$ cat config.mk
export PLATFORM = sky130hd
export DESIGN_NAME = testio_req_queue
export DESIGN_NICKNAME = d
export VERILOG_FILES = /design/src/rtl/testio_req_queue.sv
export SDC_FILE = /design/constraint.sdc
export NUM_CORES = 1
export LEC_CHECK = 0
export BUFFER_PORTS_ARGS = -buffer_cell sky130_fd_sc_hd__buf_2
export CORE_MARGIN = 2
export CORE_UTILIZATION = 41
export CTS_BUF_LIST = sky130_fd_sc_hd__clkbuf_8 sky130_fd_sc_hd__clkbuf_16
export CTS_CLUSTER_DIAMETER = 60
export DETAILED_ROUTE_END_ITERATION = 12
export SLEW_MARGIN = 0
export SYNTH_ARGS = -nofsm -noshare
export SYNTH_HDL_FRONTEND = slang
export SYNTH_SLANG_ARGS = --single-unit
$ cat constraint.sdc
create_clock -name ti_clk_i -period 6.2 [get_ports ti_clk_i]
set_input_delay 0.31 -clock ti_clk_i [delete_from_list [all_inputs] [get_ports ti_clk_i]]
set_output_delay 0.31 -clock ti_clk_i [all_outputs]
set_load 0.05 [all_outputs]
$ cat src/rtl/testio_req_queue.sv
// Test-IO request queue: buffers upstream requests in a FIFO and issues them one at a
// time to a single-outstanding serial master, with response timeout and stray accounting.

package testio_req_queue_pkg;
  localparam int unsigned REQ_W  = 87;
  localparam int unsigned RESP_W = 51;

  typedef struct packed {
    logic [2:0]  kind;
    logic [15:0] tid;
    logic [31:0] addr;
    logic [3:0]  strb;
    logic [31:0] wdata;
  } ti_req_t;

  typedef struct packed {
    logic [2:0]  kind;
    logic [15:0] tid;
    logic [31:0] rdata;
  } ti_resp_t;
endpackage

module testio_req_queue
  import testio_req_queue_pkg::*;
#(
  parameter int unsigned DEPTH       = 4,
  parameter int unsigned TIMEOUT_CYC = 4096,
  parameter logic [31:0] ERR_DATA    = 32'hDEAD_BEEF
) (
  input  logic              ti_clk_i,
  input  logic              ti_rst_i,
  input  logic              up_req_valid,
  output logic              up_req_ready,
  input  logic [REQ_W-1:0]  up_req,
  output logic              up_resp_valid,
  input  logic              up_resp_ready,
  output logic [RESP_W-1:0] up_resp,
  output logic              dn_req_valid,
  input  logic              dn_req_ready,
  output logic [REQ_W-1:0]  dn_req,
  input  logic              dn_resp_valid,
  output logic              dn_resp_ready,
  input  logic [RESP_W-1:0] dn_resp,
  output logic [7:0]        err_cnt,
  output logic [7:0]        stray_cnt,
  output logic              busy
);

  localparam int unsigned AW = (DEPTH > 1) ? $clog2(DEPTH) : 1;
  localparam int unsigned CW = AW + 1;
  localparam int unsigned TW = $clog2(TIMEOUT_CYC) + 1;
  localparam logic [CW-1:0] FULL_CNT   = CW'(DEPTH);
  localparam logic [TW-1:0] TIMER_LAST = TW'(TIMEOUT_CYC - 1);
  localparam logic [7:0]    CNT_MAX    = 8'hFF;

  typedef enum logic [2:0] {IDLE, ISSUE, WAIT, RESP, ERR_RESP} state_e;

  state_e        state_q, state_d;
  ti_req_t       mem_q [DEPTH];
  ti_req_t       head;
  logic [AW-1:0] wr_ptr_q, rd_ptr_q;
  logic [CW-1:0] count_q, count_d;
  logic [TW-1:0] timer_q, timer_d;
  logic [2:0]    kind_q;
  logic [15:0]   tid_q;
  logic          push, pop;
  ti_resp_t      up_resp_q, up_resp_d;
  ti_req_t       dn_req_q, dn_req_d;
  logic [7:0]    err_cnt_d, stray_cnt_d;

  assign head          = mem_q[rd_ptr_q];
  assign push          = up_req_valid && up_req_ready;
  assign pop           = (state_q == ISSUE) && dn_req_ready;
  assign count_d       = count_q + CW'(push) - CW'(pop);
  assign dn_resp_ready = 1'b1;
  assign up_resp       = up_resp_q;
  assign dn_req        = dn_req_q;

  // FIFO storage; contents are only meaningful between the pointers
  always_ff @(posedge ti_clk_i) begin
    if (push) begin
      mem_q[wr_ptr_q] <= ti_req_t'(up_req);
    end
  end

  // Next state and timer
  always_comb begin
    state_d = state_q;
    timer_d = timer_q;
    case (state_q)
      IDLE: begin
        if (count_q != '0) state_d = ISSUE;
      end
      ISSUE: begin
        if (dn_req_ready) begin
          state_d = WAIT;
          timer_d = '0;
        end
      end
      WAIT: begin
        timer_d = timer_q + TW'(1);
        // a response arriving in the final timer cycle still wins over the timeout
        if (dn_resp_valid) begin
          state_d = RESP;
        end else if (timer_q == TIMER_LAST) begin
          state_d = ERR_RESP;
        end
      end
      RESP, ERR_RESP: begin
        if (up_resp_ready) state_d = IDLE;
      end
      default: state_d = IDLE;
    endcase
  end

  // Next values of the registered payloads and counters
  always_comb begin
    up_resp_d   = '0;
    dn_req_d    = '0;
    err_cnt_d   = err_cnt;
    stray_cnt_d = stray_cnt;
    case (state_d)
      ISSUE:    dn_req_d  = head;
      RESP:     up_resp_d = (state_q == WAIT) ? ti_resp_t'(dn_resp) : up_resp_q;
      ERR_RESP: up_resp_d = (state_q == WAIT) ? ti_resp_t'({kind_q, tid_q, ERR_DATA}) : up_resp_q;
      default:  ;
    endcase
    if ((state_d == ERR_RESP) && (state_q == WAIT) && (err_cnt != CNT_MAX)) begin
      err_cnt_d = err_cnt + 8'd1;
    end
    if (dn_resp_valid && (state_q != WAIT) && (stray_cnt != CNT_MAX)) begin
      stray_cnt_d = stray_cnt + 8'd1;
    end
  end

  // State, pointers and registered outputs
  always_ff @(posedge ti_clk_i) begin
    if (ti_rst_i) begin
      state_q       <= IDLE;
      wr_ptr_q      <= '0;
      rd_ptr_q      <= '0;
      count_q       <= '0;
      timer_q       <= '0;
      kind_q        <= '0;
      tid_q         <= '0;
      up_resp_q     <= '0;
      dn_req_q      <= '0;
      up_req_ready  <= 1'b1;
      up_resp_valid <= 1'b0;
      dn_req_valid  <= 1'b0;
      busy          <= 1'b0;
      err_cnt       <= '0;
      stray_cnt     <= '0;
    end else begin
      state_q <= state_d;
      count_q <= count_d;
      timer_q <= timer_d;
      if (push) wr_ptr_q <= wr_ptr_q + AW'(1);
      if (pop) begin
        rd_ptr_q <= rd_ptr_q + AW'(1);
        kind_q   <= head.kind;
        tid_q    <= head.tid;
      end
      up_resp_q     <= up_resp_d;
      dn_req_q      <= dn_req_d;
      up_req_ready  <= (count_d != FULL_CNT);
      up_resp_valid <= (state_d == RESP) || (state_d == ERR_RESP);
      dn_req_valid  <= (state_d == ISSUE);
      busy          <= (count_d != '0) || (state_d != IDLE);
      err_cnt       <= err_cnt_d;
      stray_cnt     <= stray_cnt_d;
    end
  end

endmodule
Word level (Yosys, flattened, before mapping) --
Memory sizes are Yosys's and may differ from the RTL's. A register that Yosys moved wholly into a read port is not among the register bits. Cells that the tools add are included. W data, S select, Z words.
Operators by class: eq/ne operators 15, bitwise operators 1, reductions and logical operators 17, mux-type cells 15, add/subtract/negate cells 7
Operators by type and width (count):
- $mux W51 | 2
- $pmux W51 S2 | 1
- $pmux W13 S2 | 1
- $add A8 B1 Y8 const B | 2
- $ne A8 B8 Y1 const B | 2
- $mux W3 | 5
- $add A13 B1 Y13 const B | 1
- $eq A13 B12 Y1 const B | 1
- $mux W13 | 1
- $pmux W3 S4 | 1
- $eq A3 B2 Y1 const B | 3
- $reduce_bool A3 Y1 | 3
- $eq A3 B1 Y1 const B | 2
- $eq A3 B3 Y1 const B | 2
- $logic_and A1 B1 Y1 | 6
- $ne A2 B2 Y1 const B | 3
- $add A2 B1 Y2 const B | 2
- $mux W2 | 2
- $reduce_and A2 Y1 | 2
- $reduce_or A2 Y1 | 2
- $add A3 B1 Y3 | 1
- $logic_not A3 Y1 | 1
- $ne A3 B2 Y1 const B | 1
- $ne A3 B3 Y1 const B | 1
- other kinds (5) | 7
Word-level totals: memories kept 1, logic and storage cells 77, register bits 200, RAM bits 348, output and inout bits 159
Memory list:
- mem_q | words 4, bits a word 87, read ports 1, clocked after Yosys merged registers in 1, wr ports 1, RTL line 59 | ti_req_t mem_q [DEPTH];

Logic depth before layout (Yosys ltp) --
depth in word-level cells 7, gate-level depth with buffers 12

Worst setup path after synthesis --
Ideal clock, no wire load.
kind reg2reg, start register up_req_ready, end memory mem_q[0][0] in the netlist's numbering (enable), data required time 5.744 ns, period minus slack after synthesis 3.303 ns, slack 2.897 ns, arrival time 2.847 ns, cell stages (with the launch flop) 2, path through dfxtp_1 -> and3_1
Between the ends: longest elaborated chain between the ends 3
RTL lines:
- start: declaration | RTL line 33 | output logic up_req_ready,
- start signal: assignment | RTL line 166 | up_req_ready <= (count_d != FULL_CNT);
- $logic_and A1 B1 Y1 | RTL line 72 | assign push = up_req_valid && up_req_ready;
- $mux W1 | RTL line 81 | if (push) begin
- $mux W1 (implied by the code) | RTL line 82 | mem_q[wr_ptr_q] <= ti_req_t'(up_req);
- end: declaration | RTL line 59
No other way between the ends.

Final worst setup path --
start register state_q[0], end register err_cnt[3]
Between the ends: longest elaborated chain between the ends 6, elaborated cells on any way between the ends 15
RTL lines:
- start: declaration | RTL line 58 | state_e state_q, state_d;
- start signal: assignment | RTL line 155 | state_q <= state_d;
- $eq A3 B2 Y1, or another cell as far along | RTL line 90 | case (state_q)
- $reduce_or A2 Y1 / $mux W3 (equally long branches) | RTL line 90, 103
- $pmux W3 S4 | RTL line 90
- $eq A3 B3 Y1 | RTL line 128 | if ((state_d == ERR_RESP) && (state_q == WAIT) && (err_cnt != CNT_MAX)) begin
- $logic_and A1 B1 Y1 * (2 in a row) | RTL line 128
- end signal: assignment | RTL line 170 | err_cnt <= err_cnt_d;
- end: declaration | RTL line 44 | output logic [7:0] err_cnt,
Mark *: on every way between the ends. The rest lies on a longest branch, timed or not. A chain may end at the register's enable or synchronous reset.

==> summary.md <==
| Metric | Value |
|---|---|
| FF-to-FF End | err_cnt[3]$_SDFFE_PP0P_ |
| Layout cells sized above 1 | 0.310 |
| Flop2flop setup slack | approximately 2.9 ns |
| IO Pins | 303 |
| Post-Syn Nets | 1346 |
| Critical R2R Launch | state_q[0]$_SDFF_PP0_ |
| Clock input transition at the sequential cells of the worst setup and hold paths | 0.06 ns |
| Clock root cell | clkbuf_16 |
| First-pass GRT wire length | between 60000 and 70000 um |
| Final Max Tran Viols | 0 |
| F_max | 301 MHz |
| Status | complete, no violations |
| Chip width | 222 um |
| CTS buffer count | 57 |
| Setup tns final | 0 ns |
| Post-Synth Simple-Gate Area | 0.0798 |
| R2r worst-path depth | 5 |
| Final core utilization | 0.524 |
| Slew HR | 0.256 |
| Number of synthesized flops with an enable pin | 348 |
| Worst Hold Path EP | up_resp[50]$_SDFFE_PP0P_ |
| RSZ-0062 raised after global routing | no |
| Clock buffer depth | 3 |
| Tot GR Track Use | 0.178 |
| Met2 Wirelength | 20600 um |
| Post-synth top flop | edfxtp_1 |
| DR WL/cell | between 15 and 20 um |
| Final Wtd Congestion | 0.785 |
| Max Cap Violations | 0 |
| CP arrival | between 3 and 4 ns |
| Drt first pass iters | 6 |
| Number of DRC markers in iteration 0 | around 800 |
| Total grt overflow | 0 |
| YS warnings | 0 |
| Clk_skew | 0.0156 ns |
| Tot Pwr | 10400 uW |
| Slack of the critical path | 2.88 ns |
| Place WS | 2.89 ns |
| Mapped Area | 19500 sq um |
| Final setup vio count | 0 |
| Worst-Margin Slew | roughly 1.1 ns |
| Adder-Cell Fraction of Synth Area | 0.00680 |
| Largest family of logic cells by synthesized area | multiplexers |
| Initial Utilization | 0.417 |
| Final Critical Period | 3.32 ns |
| Final worst path period share | 0.536 |
| Pin count of the biggest net entering global routing | 88 |
| Avg Synthesized Cell Area | 16.4 sq um |
| Post_cts resized | 0 |
| Die H | 222 um |
| Hold Crit Class | input port to flip-flop |
| Post-DRT Antenna Nets | 0 |
| Clock latency at the later pin of the worst-skew pair | 0.61 ns |
| Hold Vio Cnt, Final | 0 |
| WL met3 | around 2800 um |
| Highest metal used | met5 |
| Vias per cell | 5.05 |
| Most frequent cells in the layout | 348 x edfxtp_1, 300 x buf_2, 200 x dfxtp_1, 96 x dlygate4sd3_1 |
| Nets@finish | approximately 1700 |
| CP Capture Type | flip-flop |
| Synth Area in Compound Gates | 0.0436 |
| Post-synthesis mux area share | 0.103 |
| Post-DP HPWL | about 26000 um |
| Vias in the first global route | 11800 |
| Routed met1 length | 19200 um |
| Setup Buffers After CTS | 0 |
| Min-delay src | dn_resp[50] |
| Leakage power | 0.00888 uW |
| Netlist cell types | 50 |
| Instance count of the mapped netlist | 1192 |
| Clk sink count | between 500 and 600 |
| Die area | 49400 sq um |
| Register area share after synthesis | 0.743 |
| DR vias | 11300 |
| TritonCTS clock tree | built |
| CTS H-tree depth | 2 |
| Row count | 79 |
| Critical Path Start Type | flip-flop |
| Power per cell area | 427 nW/um^2 |
| WL final | 43500 um |
| Post-Synth XOR/XNOR Area | 0.00718 |
| Core Area | 46800 sq um |
| Antenna violations before repair | 5 |
| Commonest non-fill, non-tap cell in the layout | edfxtp_1 |
| Area growth syn-to-layout | 25.4% |
| Hold Path Cell Cnt | 3 |
| Remaining routing DRC violations | 0 |
| PortBufs | 301 |
| Max VDD drop | around 0.00031 V |
| CP Data Required Time | 6.73 ns |
| Ys async rst share | 0 |
| Critical path type | flip-flop to flip-flop |
| CP max FO | 37 |
| Register bit total from synthesis | 550 |
-- final cells by class --
cell class / count / area (sq um)
Fill cell: 3849 / 22300
Sequential cell: 550 / 14500
Antenna cell: 4 / 10.0
Tap cell: 607 / 759
Timing Repair Buffer: 410 / 2570
Clock buffer: 63 / 1510
Clock inverter: 45 / 365
Multi-Input combinational cell: 558 / 4730
Inverter: 11 / 41.3
-- how the worst max path moves through the flow --
stage	slack, ns	from	depth (start not counted)	end
2_1_floorplan	2.90	up_req_ready$_SDFF_PP1_	1	mem_q[0][0]$_DFFE_PP_
3_3_place_gp	2.96	dn_req_ready	12	busy$_SDFF_PP0_
3_5_place_dp	2.89	state_q[0]$_SDFF_PP0_	5	err_cnt[3]$_SDFFE_PP0P_
4_1_cts	2.88	state_q[0]$_SDFF_PP0_	11	busy$_SDFF_PP0_
5_1_grt	2.61	state_q[0]$_SDFF_PP0_	11	busy$_SDFF_PP0_
6_report	2.88	state_q[0]$_SDFF_PP0_	5	err_cnt[3]$_SDFFE_PP0P_
-- cells by family (layout without fill, tap and decap cells) --
| family | after synthesis | in the layout |
|---|---|---|
| buffers and inverters | 84 | 529 |
| xor gates and xnor gates | 16 | 16 |
| DFF | 550 | 550 |
| muxes | 91 | 91 |
| AOI/OAI and AO/OA | 131 | 131 |
| adders and majority gates | 10 | 10 |
| and+or+nand+nor | 309 | 309 |
| other | 1 | 5 |
-- power breakdown --
part / total [uW] / switching [uW] / leakage, uW / internal [uW]
clock network: 3320 / 1430 / 0.000970 / 1890
registers: 4720 / 218 / 0.00484 / 4500
logic: 2400 / 1650 / 0.00307 / 756
total: 10400 / 3290 / 0.00888 / 7150
-- cell usage after synthesis, drive strengths merged (2+ instances only) --
master | count | area (sq um)
a211oi | 24 | 180
a21oi | 33 | 165
a221oi | 19 | 166
a22oi | 9 | 67.6
a311oi | 2 | 17.5
a31oi | 2 | 12.5
and3 | 5 | 31.3
buf | 5 | 40.0
clkbuf | 68 | 255
dfxtp | 202 | 4040
edfxtp | 348 | 10500
ha | 9 | 113
inv | 11 | 41.3
mux2 | 2 | 22.5
mux2i | 2 | 20.0
mux4 | 87 | 1960
nand2 | 56 | 210
nand3 | 11 | 55.1
nand4 | 6 | 37.5
nor2 | 91 | 342
nor2b | 91 | 569
nor3 | 23 | 115
nor4 | 3 | 18.8
nor4b | 2 | 17.5
o211ai | 4 | 30.0
o21a | 2 | 15.0
o21ai | 31 | 155
or2 | 2 | 12.5
or3 | 9 | 61.3
or4 | 3 | 22.5
xnor2 | 12 | 105
xor2 | 4 | 35.0
-- per-layer routing --
layer  vias to the layer above  GRT usage
met5                         -          0
met4                         2     0.0519
met3                        73     0.0424
met2                       332      0.291
met1                      5633      0.236
li1                       5303          -
-- critical path: stages (launching register included) --
cell	delay, ns
dfxtp_1	0.38
or3b_1	0.85
or3_4	0.65
o21a_1	0.57
or4_1	0.64
a21oi_1	0.14
-- sequential cells by signal, summed over array words and instances, names as in the netlist, 2 cells and up, named ones only --
name       count
count_q        3
dn_req        87
err_cnt        8
kind_q         3
mem_q        348
rd_ptr_q       2
state_q        3
stray_cnt      8
tid_q         16
timer_q       13
up_resp       51
wr_ptr_q       2
-- per-stage QoR --
step / instance area (sq um) / hold slack (ns) / instances
floorplan: 19500 / 0.409 / 1192
global placement: 21600 / 0.446 / 2040
detailed placement: 21600 / 0.448 / 2040
CTS: 24500 / 0.00509 / 2244
global route: 24500 / 0.0268 / 2248
finish: 24500 / 0.0485 / 2248
-- what timing repair did --
action / CTS / global route
setup endpoints to repair: 0 / 0
hold buffers: 96 / 0
endpoints found under the hold margin: 357 / 0
Note: power is estimated with default switching activity, not from simulation.
